## config.mk

```make
export PLATFORM = sky130hd
export DESIGN_NAME = g16_mul_rr_arbiter
export DESIGN_NICKNAME = d
export VERILOG_FILES = /design/src/rtl/g16_mul_rr_arbiter.sv
export SDC_FILE = /design/constraint.sdc
export NUM_CORES = 1
export LEC_CHECK = 0
export ABC_AREA = 1
export CAP_MARGIN = 20
export CORE_MARGIN = 5
export CORE_UTILIZATION = 40
export CTS_CLUSTER_DIAMETER = 60
export CTS_CLUSTER_SIZE = 25
export DETAILED_ROUTE_END_ITERATION = 10
export MAX_ROUTING_LAYER = met4
export PLACE_DENSITY_LB_ADDON = 0.2
export SYNTH_ARGS = -nofsm -noshare
export SYNTH_HDL_FRONTEND = slang
export SYNTH_HIERARCHICAL = 1
export SYNTH_SLANG_ARGS = --single-unit
export TNS_END_PERCENT = 30
```

## constraint.sdc

```tcl
create_clock -name clk -period 3.1 [get_ports clk]
set_input_delay 0.62 -clock clk [delete_from_list [all_inputs] [get_ports clk]]
set_output_delay 0.62 -clock clk [all_outputs]
set_load 0.01 [all_outputs]
```

## src/rtl/g16_mul_rr_arbiter.sv

```systemverilog
// g16_mul_rr_arbiter: one GF(2^4) normal-basis multiplier (basis alpha^8, alpha^2)
// shared round-robin among NREQ requesters. One accept per cycle, product
// registered once and returned with the winning requester index.
// Optional feature macro: G16_ARB_LOCK_EN (adds in_lock, sticky grant bursts).

// Combinational GF(2^4) multiplier, built as GF((2^2)^2) with both levels in
// normal basis. Upper nibble/bit pair is the coefficient of the conjugate root.
module g16_mul (
  input  logic [3:0] x,
  input  logic [3:0] y,
  output logic [3:0] z
);

  function automatic logic [1:0] g4_mul(input logic [1:0] p, input logic [1:0] q);
    logic e;
    e = (p[1] ^ p[0]) & (q[1] ^ q[0]);
    return {(p[1] & q[1]) ^ e, (p[0] & q[0]) ^ e};
  endfunction

  // Multiply by the GF(4) constant N that defines the quadratic extension.
  function automatic logic [1:0] g4_scl_n(input logic [1:0] p);
    return {p[0], p[1] ^ p[0]};
  endfunction

  logic [1:0] e_mul;
  logic [1:0] e_scl;
  logic [1:0] p_hi;
  logic [1:0] q_lo;

  // Shared cross term feeds both halves of the product.
  always_comb begin
    e_mul = g4_mul(x[3:2] ^ x[1:0], y[3:2] ^ y[1:0]);
    e_scl = g4_scl_n(e_mul);
    p_hi  = g4_mul(x[3:2], y[3:2]);
    q_lo  = g4_mul(x[1:0], y[1:0]);
    z     = {p_hi ^ e_scl, q_lo ^ e_scl};
  end

endmodule

module g16_mul_rr_arbiter #(
  parameter int NREQ = 4,
  parameter int IDW  = $clog2(NREQ)
) (
  input  logic              clk,
  input  logic              rst,
  input  logic [NREQ-1:0]   in_valid,
  output logic [NREQ-1:0]   in_ready,
  input  logic [4*NREQ-1:0] in_x,
  input  logic [4*NREQ-1:0] in_y,
  output logic              out_valid,
  input  logic              out_ready,
  output logic [3:0]        out_z,
  output logic [IDW-1:0]    out_id
`ifdef G16_ARB_LOCK_EN
  ,
  input  logic [NREQ-1:0]   in_lock
`endif
);

  logic           out_valid_q, out_valid_d;
  logic [3:0]     out_z_q,     out_z_d;
  logic [IDW-1:0] out_id_q,    out_id_d;
  logic [IDW-1:0] ptr_q,       ptr_d;
`ifdef G16_ARB_LOCK_EN
  logic [IDW-1:0] last_q,      last_d;
  logic           last_vld_q,  last_vld_d;
`endif

  logic           any_valid;
  logic           can_accept;
  logic           accept;
  logic           lock_hold;
  logic [IDW-1:0] grant;
  logic [3:0]     mul_x;
  logic [3:0]     mul_y;
  logic [3:0]     mul_z;

  // Grant selection: first valid index at or after ptr, with explicit wrap.
  always_comb begin
    int             idx;
    logic [IDW-1:0] idx_w;
    logic           found;
    idx       = 0;
    idx_w     = '0;
    found     = 1'b0;
    grant     = '0;
    lock_hold = 1'b0;
    any_valid = |in_valid;
    for (int k = 0; k < NREQ; k++) begin
      idx = int'(ptr_q) + k;
      if (idx >= NREQ) idx = idx - NREQ;
      idx_w = idx[IDW-1:0];
      if (!found && in_valid[idx_w]) begin
        found = 1'b1;
        grant = idx_w;
      end
    end
`ifdef G16_ARB_LOCK_EN
    // A locked requester keeps the grant for as long as it stays valid.
    lock_hold = last_vld_q && in_lock[last_q] && in_valid[last_q];
    if (lock_hold) grant = last_q;
`endif
    can_accept = !out_valid_q || out_ready;
    accept     = can_accept && any_valid && !rst;
    in_ready   = '0;
    in_ready[grant] = accept;
  end

  // Operand mux into the single multiplier.
  always_comb begin
    mul_x = '0;
    mul_y = '0;
    for (int i = 0; i < NREQ; i++) begin
      if (grant == IDW'(i)) begin
        mul_x = in_x[4*i +: 4];
        mul_y = in_y[4*i +: 4];
      end
    end
  end

  g16_mul u_g16_mul (
    .x (mul_x),
    .y (mul_y),
    .z (mul_z)
  );

  // Output stage and pointer next-state: accept refills, drain clears valid.
  always_comb begin
    out_valid_d = out_valid_q;
    out_z_d     = out_z_q;
    out_id_d    = out_id_q;
    ptr_d       = ptr_q;
`ifdef G16_ARB_LOCK_EN
    last_d      = last_q;
    last_vld_d  = last_vld_q;
`endif
    if (accept) begin
      out_valid_d = 1'b1;
      out_z_d     = mul_z;
      out_id_d    = grant;
      if (!lock_hold) begin
        ptr_d = (grant == IDW'(NREQ-1)) ? '0 : grant + 1'b1;
      end
`ifdef G16_ARB_LOCK_EN
      last_d     = grant;
      last_vld_d = 1'b1;
`endif
    end else if (out_valid_q && out_ready) begin
      out_valid_d = 1'b0;
    end
  end

  // State registers; reset discards any held result.
  always_ff @(posedge clk) begin
    if (rst) begin
      out_valid_q <= 1'b0;
      out_z_q     <= '0;
      out_id_q    <= '0;
      ptr_q       <= '0;
`ifdef G16_ARB_LOCK_EN
      last_q      <= '0;
      last_vld_q  <= 1'b0;
`endif
    end else begin
      out_valid_q <= out_valid_d;
      out_z_q     <= out_z_d;
      out_id_q    <= out_id_d;
      ptr_q       <= ptr_d;
`ifdef G16_ARB_LOCK_EN
      last_q      <= last_d;
      last_vld_q  <= last_vld_d;
`endif
    end
  end

  assign out_valid = out_valid_q;
  assign out_z     = out_z_q;
  assign out_id    = out_id_q;

endmodule
```

# Word level (Yosys, flattened, before mapping)
# Index checks and enable logic that the tools add are counted.
[word_totals] ff_bits=9 word_cells=100
[classes] addsub=8 n_lt_le_gt_ge=10 n_eq_ne=3 mux=32 bitwise=27 n_reduce_logical=16
[op_table] op="2-to-1 mux 4 bit" count=8
[op_table] op="2-to-1 mux 2 bit" count=9
[op_table] op="less-than comparator 2 x 3 -> 1 bit, second input constant" count=5
[op_table] op="XOR 1 bit" count=13
[op_table] op="2-to-1 mux 1 bit" count=10
[op_table] op="bitwise AND 1 bit" count=9
[op_table] op=">= comparator 3 bit, second input constant" count=3
[op_table] op="binary-select mux 1 bit (select 2 bit)" count=4
[op_table] op="subtractor 2 x 1 -> 2 bit, second input constant" count=4
[op_table] op="XOR 2 bit" count=4
[op_table] op="logical AND 1 bit" count=7
[op_table] op="adder 2 x 2 -> 3 bit, second input constant" count=2
[op_table] op="logical NOT 1 bit" count=5
[op_table] op="bitwise AND 4 bit" count=1
[op_table] op="== test 2 bit, second input constant" count=2
[op_table] op="OR reduction 4 bit" count=1
[op_table] op="adder 2 x 1 -> 3 bit, second input constant" count=1
[op_table] op=">= comparator 2 x 3 -> 1 bit, second input constant" count=1
[op_table] op="adder 2 x 1 -> 2 bit, second input constant" count=1
[op_table] op="demux 1 bit (select 2 bit)" count=1
[op_table] op="== test 2 x 1 -> 1 bit, second input constant" count=1
[op_table] op=">= comparator 2 x 1 -> 1 bit, second input constant" count=1
[op_table] op="logical NOT 2 bit" count=1
[op_table] op="nonzero test 2 bit" count=1
[op_table] op="logical OR 1 bit" count=1

# Longest topological paths before layout
# Gate-level depths: netlist (run 1).
[logic_depth] ltp_word=25 depth_mapped=28 mapped_depth_nobuf=27

# Hierarchy
# The synthesis (run 1) kept the hierarchy.
[by_module_without_submodules] module="g16_mul_rr_arbiter" instances=1 cells_each=147 area_each_um2=892.1
[by_module_without_submodules] module="g16_mul" instances=1 cells_each=83 area_each_um2=377.9

# Worst setup path before layout (run 1)
# No wires, ideal clock.
[synth_path] path_kind="input -> register" startpoint="in in_valid[3]" endpoint="reg out_z_q[1] (netlist: out_z[1])" arrival_time_ns=3.182 required_time_ns=2.986 setup_slack_ns=-0.196 cell_stages=25 n_path_buf=1 cell_sequence="inv_1 o21ai_2 nand2_2 nand2_2 nand2_1 nand2_1 nand2_1 nand2_2 nand2_1 ha_1 buf_2 nor2_1 a221oi_1 o31ai_1 inv_1 nand2_1 nand2_1 nand2_2 nand2_1 nand2_2 nand2_1 nand2_1 nand2_1 nand2_1 nand2_1"
[synth_between] elab_chain_len=22 elab_cells_between_ends=49
[synth_lines] element="from (decl)" line="47" source="input logic [NREQ-1:0] in_valid,"
[synth_lines] element="binary-select mux 1 bit (select 2 bit)" line="94" source="if (!found && in_valid[idx_w]) begin"
[synth_lines] element="2-to-1 mux 1 bit (implied by the code)" line="94"
[synth_lines] element="2-to-1 mux 1 bit" line="94"
[synth_lines] element="logical NOT 1 bit" line="94"
[synth_lines] element="logical AND 1 bit" line="94"
[synth_lines] element="2-to-1 mux 1 bit" line="94"
[synth_lines] element="logical NOT 1 bit" line="94"
[synth_lines] element="logical AND 1 bit" line="94"
[synth_lines] element="[4 not listed]"
[synth_lines] element="named net grant[0]" line="74" source="logic [IDW-1:0] grant;"
[synth_lines] element="[4 not listed]"
[synth_lines] element="2-to-1 mux 4 bit (*)" line="115" source="if (grant == IDW'(i)) begin"
[synth_lines] element="named net mul_y[3]" line="76" source="logic [3:0] mul_y;"
[synth_lines] element="XOR 2 bit (*)" line="32" source="e_mul = g4_mul(x[3:2] ^ x[1:0], y[3:2] ^ y[1:0]);"
[synth_lines] element="XOR 1 bit (*)" line="16" source="e = (p[1] ^ p[0]) & (q[1] ^ q[0]);"
[synth_lines] element="bitwise AND 1 bit (*)" line="16"
[synth_lines] element="XOR 1 bit (*)" line="17" source="return {(p[1] & q[1]) ^ e, (p[0] & q[0]) ^ e};"
[synth_lines] element="XOR 2 bit (*)" line="36" source="z = {p_hi ^ e_scl, q_lo ^ e_scl};"
[synth_lines] element="named net mul_z[1]" line="77" source="logic [3:0] mul_z;"
[synth_lines] element="to (signal assigned)" line="167" source="out_z_q <= out_z_d;"
[synth_lines] element="to (decl)" line="62" source="logic [3:0] out_z_q, out_z_d;"
# Mark *: on every way through the listed nets, which the timed path passes. The rest lies on a longest branch. The select of a mux whose other input is x is not followed.
# A chain may end at the register's enable or synchronous reset.

# Worst setup path after layout (run 1)
[layout_path] startpoint="reg ptr_q[0]" endpoint="reg out_z_q[3] (netlist: out_z[3])"
[layout_between] elab_chain_len=24 elab_cells_between_ends=61
[layout_lines] element="from (decl)" line="64" source="logic [IDW-1:0] ptr_q, ptr_d;"
[layout_lines] element="from (signal assigned)" line="169" source="ptr_q <= ptr_d;"
[layout_lines] element="parallel branches: the longest is 13 deep, another holds adder 2 x 1 -> 3 bit"
[layout_lines] element="2-to-1 mux 2 bit (*)" line="94"
[layout_lines] element="named net grant[0]" line="74"
[layout_lines] element="logical NOT 2 bit" line="115"
[layout_lines] element="2-to-1 mux 4 bit (3 in a row)" line="115"
[layout_lines] element="2-to-1 mux 4 bit (*)" line="115"
[layout_lines] element="named net mul_y[0]" line="76"
[layout_lines] element="XOR 2 bit (*)" line="32"
[layout_lines] element="XOR 1 bit" line="16"
[layout_lines] element="bitwise AND 1 bit" line="16"
[layout_lines] element="XOR 1 bit (*)" line="17"
[layout_lines] element="XOR 2 bit (*)" line="36"
[layout_lines] element="named net mul_z[3]" line="77"
# Mark *: on every way through the listed nets, which the timed path passes. The select of a mux whose other input is x is not followed.

==> out/results.tsv, run 1 <==
stage	metric	value	unit
outcome	result of the run	finished with violations	
outcome	failing checks	negative setup slack	
clocking	cts hold-fix bufs	0	
power_and_ir_drop	Psw	1.37	mW
routing	DR WL/cell	13.5	um
place	IO buf count	49	
critical_path	highest net fanout along the worst path	6	
sta	Fmax	0.318	GHz
power_and_ir_drop	Pint	1.26	mW
grt	GR Overflow Total	0	
logic_synthesis	Yosys Warn Count	6	
grt	initial antenna violation count	0	
logic_synthesis	syn avg cell area	5.52	um^2
clocking	H-tree depth	1	
sta	Setup WS post-layout	-43.8	ps
floorplan	Initial Util	41.6	%
clocking	worst-skew pair later-pin latency	270	ps
clocking	CTS Sinks	9	
place	RD Place Congestion	0.921	
critical_path	Worst EP required	3260	ps
logic_synthesis	gate count of the mapped netlist	230	
sta	Slew @ Worst Pin	379	ps
logic_synthesis	Synth Cell Area	0.00127	mm^2
floorplan	I/O pin count	50	
clocking	CTS root buffer	clkbuf_4	
finish	area of the multi-input gates	0.00122	mm^2
floorplan	die height	66.3	um
sta	RSZ-0062 raised after global routing	true	
clocking	CTS tree	done	
critical_path	Critical Path Start	ptr_q[0]$_SDFFE_PP0P_	
critical_path	crit path DAT	3310	ps
sta	final setup violating endpoints	4	
sta	crit path time final	3140	ps
logic_synthesis	Synth area leaders	nand2_1, dfxtp_1, inv_1	
finish	Seq. cell area	188	um^2
finish	commonest non-fill, non-tap cell in the layout	nand2_1	
finish	n_diodes	0	
logic_synthesis	Syn Nets	273	
job	max_cap viols	0	
logic_synthesis	FF+latch count, synth	9	
routing	Routed WL	4.89	mm
worst_hold_path	worst hold start	out_z[1]$_SDFFE_PP0P_	
critical_path	Critical Path Sink Type	register	
sta	Slew HR	74.8	%
floorplan	Die Wd	66.3	um
logic_synthesis	dominant cell type by area after synthesis	nand2_1	
routing	Initial DRC Count	80	
floorplan	Die ar.	0.00440	mm^2
power_and_ir_drop	Comb pwr share	89.8	%
power_and_ir_drop	total power	2.63	mW
clocking	total CTS buffers	3	
finish	layout cells sized above 1	42.0	%
power_and_ir_drop	PwrDens	1070	mW/mm^2
place	Area after DPL	0.00205	mm^2
critical_path	critical setup path kind	register to register	
grt	largest net degree at the start of global routing	11	
routing	drt first pass iters	4	
routing	Vias	1808	
floorplan	Core Footprint	0.00305	mm^2
critical_path	worst r2r path cells	24	
grt	total track usage	19.8	%
place	Cells after DPL	345	
finish	design area	0.00246	mm^2
critical_path	Crit Reg-Reg Startpoint	ptr_q[0]$_SDFFE_PP0P_	
place	Place WS	-584	ps
clocking	Reg clk slew, reported paths	60	ps
critical_path	Worst R2R End	out_z[3]$_SDFFE_PP0P_	
routing	DRC errors left	0	
routing	Routed Antenna Nets	0	
worst_hold_path	worst hold path depth	2	
worst_hold_path	Hold Path End	out_z[1]$_SDFFE_PP0P_	
grt	vias in the first global route	1619	
power_and_ir_drop	Lkg Pwr	1.22	nW
power_and_ir_drop	clock share of power	3.6	%
logic_synthesis	Seq/Total Area, Yosys	14.2	%
worst_hold_path	worst hold path class	register to register	
grt	first-pass GRT wire length	6.71	mm
place	Post-DP HPWL	3.06	mm
finish	fill count	199	
routing	Via density	5.01	
finish	Layout area overhead	94.0	%
sta	clk_skew	2.32	ps
sta	final max-slew violation count	0	
finish	final cell count without fillers	361	
finish	most frequent cells in the layout	nand2_1, clkdlybuf4s50_1, buf_4, nand2_2, inv_1	
sta	Fin. Hold Viols	0	
finish	layout net count	361	
power_and_ir_drop	Flop pwr share	6.6	%
power_and_ir_drop	VDD IR-drop max	0.537	mV
sta	Tcrit/Tclk final	101	%
clocking	CTS Buffer Depth	2	
power_and_ir_drop	Net Sw Frac	52.1	%
critical_path	R2R setup slack	-40	ps
logic_synthesis	Synth top area share	27.8	%
critical_path	Worst setup SP type	register	
finish	post-layout util	80.7	%
floorplan	num rows	20	
logic_synthesis	Distinct cells, synth	29	
-- cell type report --
type                    instances  share of cell area (%)
flip-flops and latches          9                    7.62
clock buffers                   4                    1.07
inverters                      35                    6.20
repair buffers                 89                    33.2
multi-input cells             180                    49.7
well taps                      44                    2.23
-- through the flow --
step | hold WS [ps] | TNS (ps)
2_1_floorplan | 487 | 0
3_3_place_gp | 452 | -3390
3_5_place_dp | 457 | -3900
4_1_cts | 466 | 0
5_1_grt | 496 | -834
6_report | 463 | -106
-- Yosys cell counts --
cell	n
a21oi_1	1
a21oi_2	1
a221oi_1	8
and2_1	1
and2_4	1
buf_2	2
buf_6	1
clkbuf_1	3
clkinv_1	2
dfxtp_1	9
ha_1	4
inv_1	27
inv_2	5
inv_6	1
nand2_1	94
nand2_2	11
nand2_4	2
nand3_1	17
nand3_2	2
nand4_1	4
nor2_1	17
nor2_2	1
nor2_4	1
nor4_1	1
o21ai_0	2
o21ai_2	2
o22ai_1	1
o31ai_1	8
xnor2_2	1
-- cell families (layout without fill, tap and decap cells) --
kind of cell,after synthesis,in the layout,share of synthesized area [%]
and+or+nand+nor,152,152,53.3
buffers and inverters,41,128,13.3
AOI/OAI and AO/OA,23,23,14.0
DFF,9,9,14.2
adders and majority gates,4,4,3.94
xor gates and xnor gates,1,1,1.28
-- timing repair --
item                                    4_1_cts  5_1_grt
pin swaps                                    11       36
endpoints found under the setup margin        8        8
gates resized for setup                      32       65
cloned                                        0        1
buffers inserted                              5        6
-- registers in the layout, indices dropped and copies added, names as in the netlist --
signal     cells
out_valid      1
out_z          4
ptr_q          2
out_id         2
-- power by group through the flow --
stage	logic [mW]	registers, mW	clock network (mW)
2_1_floorplan	1.25	0.181	0
3_3_place_gp	1.80	0.171	0
5_1_grt	2.60	0.179	0.102
6_report	2.36	0.174	0.0942
4_1_cts	2.00	0.169	0.0946
3_5_place_dp	1.83	0.172	0
-- worst max path at each step --
stage	end	slack [ps]	cells after the start
after global routing	out_z[3]$_SDFFE_PP0P_	-220	24
after global placement	out_z[1]$_SDFFE_PP0P_	-470	23
after floorplan	out_z[1]$_SDFFE_PP0P_	50	25
after CTS	out_z[3]$_SDFFE_PP0P_	5	27
final	out_z[3]$_SDFFE_PP0P_	-40	24
after detailed placement	out_z[3]$_SDFFE_PP0P_	-580	28
-- routing by layer --
| layer | part of all wire [%] | track usage, % | up-vias |
|---|---|---|---|
| met3 | 3.6 | 2.72 | 12 |
| met5 | 0 | - | - |
| met1 | 43 | 24.7 | 837 |
| met4 | 2.3 | 5.08 | 0 |
| met2 | 51 | 33.3 | 52 |
| li1 | - | - | 907 |
-- worst max-delay path, cell delays in order, from the launching register on --
cell	delay, ps
dfxtp_4	360
clkbuf_16	160
o21ai_4	210
buf_4	140
nand2_1	50
nand2_1	80
nand4_1	180
nand2_4	140
inv_4	50
ha_4	150
inv_2	80
nor2_4	70
buf_6	120
buf_6	110
a221oi_4	220
o31ai_2	80
buf_4	160
xnor2_4	210
nand2_2	80
nand2_2	80
nand2_2	50
nand2_1	70
nand2_1	50
nand2_1	50
nand2_1	50
(Power assumes the default switching activity.)
==> run 2: changes to the inputs <==
--- a/config.mk
+++ b/config.mk
@@ -14,6 +14,7 @@
 export DETAILED_ROUTE_END_ITERATION = 10
 export MAX_ROUTING_LAYER = met4
 export PLACE_DENSITY_LB_ADDON = 0.2
+export RECOVER_POWER = 100
 export SYNTH_ARGS = -nofsm -noshare
 export SYNTH_HDL_FRONTEND = slang
 export SYNTH_HIERARCHICAL = 1
==> out/results.tsv, run 2 (synthesis results as in run 1) <==
stage	metric	value	unit	change
outcome	result of the run	finished with violations		unchanged
outcome	failing checks	negative setup slack		unchanged
critical_path	Bufs and invs on worst path	7		unchanged
floorplan	Die ar.	0.00440	mm^2	unchanged
finish	Layout area overhead	94.0	%	unchanged
clocking	CTS Buffer Depth	2		unchanged
power_and_ir_drop	total power	2.62	mW	was 2.63 mW
sta	Fin. Hold Viols	0		unchanged
routing	Routed Antenna Nets	0		unchanged
critical_path	Crit Reg-Reg Startpoint	ptr_q[0]$_SDFFE_PP0P_		unchanged
sta	final max-slew violation count	0		unchanged
routing	Routed WL	4.88	mm	was 4.89 mm
routing	Initial DRC Count	79		was 80
power_and_ir_drop	VDD IR-drop max	0.536	mV	was 0.537 mV
worst_hold_path	Hold Path End	out_z[1]$_SDFFE_PP0P_		unchanged
sta	Tcrit/Tclk final	101	%	about the same
routing	Via density	5.00		was 5.01
place	Post-DP HPWL	3.06	mm	unchanged
job	max_cap viols	0		unchanged
sta	Fmax	0.318	GHz	about the same
clocking	H-tree depth	1		unchanged
critical_path	critical path's largest stage delay	360	ps	about the same
clocking	CTS tree	done		unchanged
critical_path	family with the most delay on the worst path	simple AND/OR/NAND/NOR gates		unchanged
critical_path	Worst R2R End	out_z[3]$_SDFFE_PP0P_		unchanged
finish	layout cells sized above 1	42.0	%	unchanged
routing	Vias	1806		was 1,808
critical_path	critical setup path kind	register to register		unchanged
sta	RSZ-0062 raised after global routing	true		unchanged
critical_path	crit path DAT	3310	ps	about the same
routing	met2 wire length	2.49	mm	was 2.50 mm
floorplan	Initial Util	41.6	%	unchanged
grt	GR Overflow Total	0		unchanged
sta	final setup violating endpoints	4		unchanged
finish	design area	0.00246	mm^2	unchanged
critical_path	worst r2r path cells	24		unchanged
grt	first-pass GRT wire length	6.71	mm	unchanged
grt	initial antenna violation count	0		unchanged
finish	number of flip-flops in the largest register	4		unchanged
critical_path	highest net fanout along the worst path	6		unchanged
critical_path	Worst setup SP type	register		unchanged
finish	most frequent cells in the layout	nand2_1, clkdlybuf4s50_1, buf_4, nand2_2, inv_1		unchanged
place	Cells after DPL	345		unchanged
critical_path	most used cell, CP	nand2_1		unchanged
sta	crit path time final	3140	ps	about the same
grt	total track usage	19.8	%	unchanged
clocking	CTS root buffer	clkbuf_4		unchanged
clocking	worst-skew pair later-pin latency	270	ps	about the same
place	IO buf count	49		unchanged
finish	commonest non-fill, non-tap cell in the layout	nand2_1		unchanged
floorplan	num rows	20		unchanged
clocking	CTS Sinks	9		unchanged
finish	n_diodes	0		unchanged
routing	DRT met1 WL	2.10	mm	about the same
sta	hold slack	460	ps	was 463 ps
floorplan	I/O pin count	50		unchanged
power_and_ir_drop	PwrDens	1060	mW/mm^2	was 1070 mW/mm^2
routing	DR WL/cell	13.5	um	about the same
clocking	total CTS buffers	3		unchanged
place	Area after DPL	0.00205	mm^2	unchanged
critical_path	critical-path cell list	clkbuf_16, o21ai_4, buf_4, nand2_1, nand2_1, nand4_1, nand2_4, inv_4, ha_4, inv_2, nor2_4, buf_6, buf_6, a221oi_4, o31ai_2, buf_4, xnor2_4, nand2_2, nand2_2, nand2_2, nand2_1, nand2_1, nand2_1, nand2_1		unchanged
sta	Slew HR	74.8	%	about the same
finish	final cell count without fillers	361		unchanged
finish	layout net count	361		unchanged
grt	vias in the first global route	1619		unchanged
floorplan	Die Wd	66.3	um	unchanged
worst_hold_path	worst hold path class	register to register		unchanged
routing	top routing layer in use	met4		unchanged
critical_path	Critical Path Sink Type	register		unchanged
critical_path	Worst path slowest cell	dfxtp_4		unchanged
critical_path	R2R setup slack	-40	ps	about the same
worst_hold_path	worst hold start	out_z[1]$_SDFFE_PP0P_		unchanged
place	Place WS	-584	ps	unchanged
place	RD Place Congestion	0.921		unchanged
routing	met3 WL	174	um	was 176 um
power_and_ir_drop	Lkg Pwr	1.23	nW	was 1.22 nW
grt	largest net degree at the start of global routing	11		unchanged
routing	DRC errors left	0		unchanged
clocking	cts hold-fix bufs	0		unchanged
worst_hold_path	worst hold path depth	2		unchanged
sta	Setup WS post-layout	-40.0	ps	was -43.8 ps
floorplan	die height	66.3	um	unchanged
sta	Slew @ Worst Pin	378	ps	was 379 ps
floorplan	Core Footprint	0.00305	mm^2	unchanged
sta	clk_skew	2.78	ps	was 2.32 ps
critical_path	Worst EP required	3270	ps	was 3260 ps
clocking	Reg clk slew, reported paths	60	ps	about the same
routing	drt first pass iters	4		unchanged
-- run 2: cell count changes in the layout (fill, tap and decap cells not counted) --
cell             before  now
clkdlybuf4s50_1      41   34
dlygate4sd3_1         0    7
-- run 2: worst register-to-register path, cell delays in order (launching register included) --
cell and delay (ps):
dfxtp_4 360, clkbuf_16 160, o21ai_4 210, buf_4 140, nand2_1 60, nand2_1 90
nand4_1 180, nand2_4 140, inv_4 50, ha_4 150, inv_2 80, nor2_4 70
buf_6 120, buf_6 110, a221oi_4 220, o31ai_2 80, buf_4 160, xnor2_4 220
nand2_2 80, nand2_2 80, nand2_2 50, nand2_1 70, nand2_1 50, nand2_1 60
nand2_1 50
-- run 2: per-layer routing --
| layer | up-vias | global-route usage [%] |
|---|---|---|
| met5 | - | - |
| met4 | 0 | 5.08 |
| met3 | 14 | 2.72 |
| met2 | 54 | 33.3 |
| met1 | 831 | 24.7 |
| li1 | 907 | - |
-- run 2: repair_timing --
action	CTS	global route
endpoints found under the setup margin	8	8
buffers inserted	5	6
pin swaps	11	36
cloned	0	1
resized for setup	32	65
endpoints found under the hold margin	0	0
-- run 2: worst max-delay path by stage --
stage                                startpoint               endpoint  slack (ps)  cells after the start
after floorplan                     in_valid[3]  out_z[1]$_SDFFE_PP0P_          50                     25
after global placement              in_valid[3]  out_z[1]$_SDFFE_PP0P_        -470                     23
final                     ptr_q[0]$_SDFFE_PP0P_  out_z[3]$_SDFFE_PP0P_         -40                     24
after global routing      ptr_q[0]$_SDFFE_PP0P_  out_z[3]$_SDFFE_PP0P_        -220                     24
after detailed placement            in_valid[3]  out_z[3]$_SDFFE_PP0P_        -580                     28
after CTS                           in_valid[3]  out_z[3]$_SDFFE_PP0P_           5                     27
-- run 2: power breakdown --
| part | total (mW) | internal, mW | switching [mW] | leakage, nW |
|---|---|---|---|---|
| Combinational | 2.35 | 1.05 | 1.30 | 1.14 |
| Sequential | 0.173 | 0.153 | 0.0208 | 0.0761 |
| Clock | 0.0950 | 0.0499 | 0.0451 | 0.0150 |
| Total | 2.62 | 1.25 | 1.37 | 1.23 |
-- run 2: metrics by stage --
| stage | setup TNS (ps) | util, % |
|---|---|---|
| 2_1_floorplan | 0 | - |
| 3_3_place_gp | -3390 | 67.1 |
| 3_5_place_dp | -3900 | 67.1 |
| 4_1_cts | 0 | 71.9 |
| 5_1_grt | -834 | 80.7 |
| 6_report | -93.2 | 80.7 |
-- run 2: area by class of cell --
cell class	count	area, um^2
multi-input combinational	180	1220
timing repair buffer	89	818
fill	199	589
sequential	9	188
inverter	35	153
tap	44	55.1
clock buffer	4	26.3
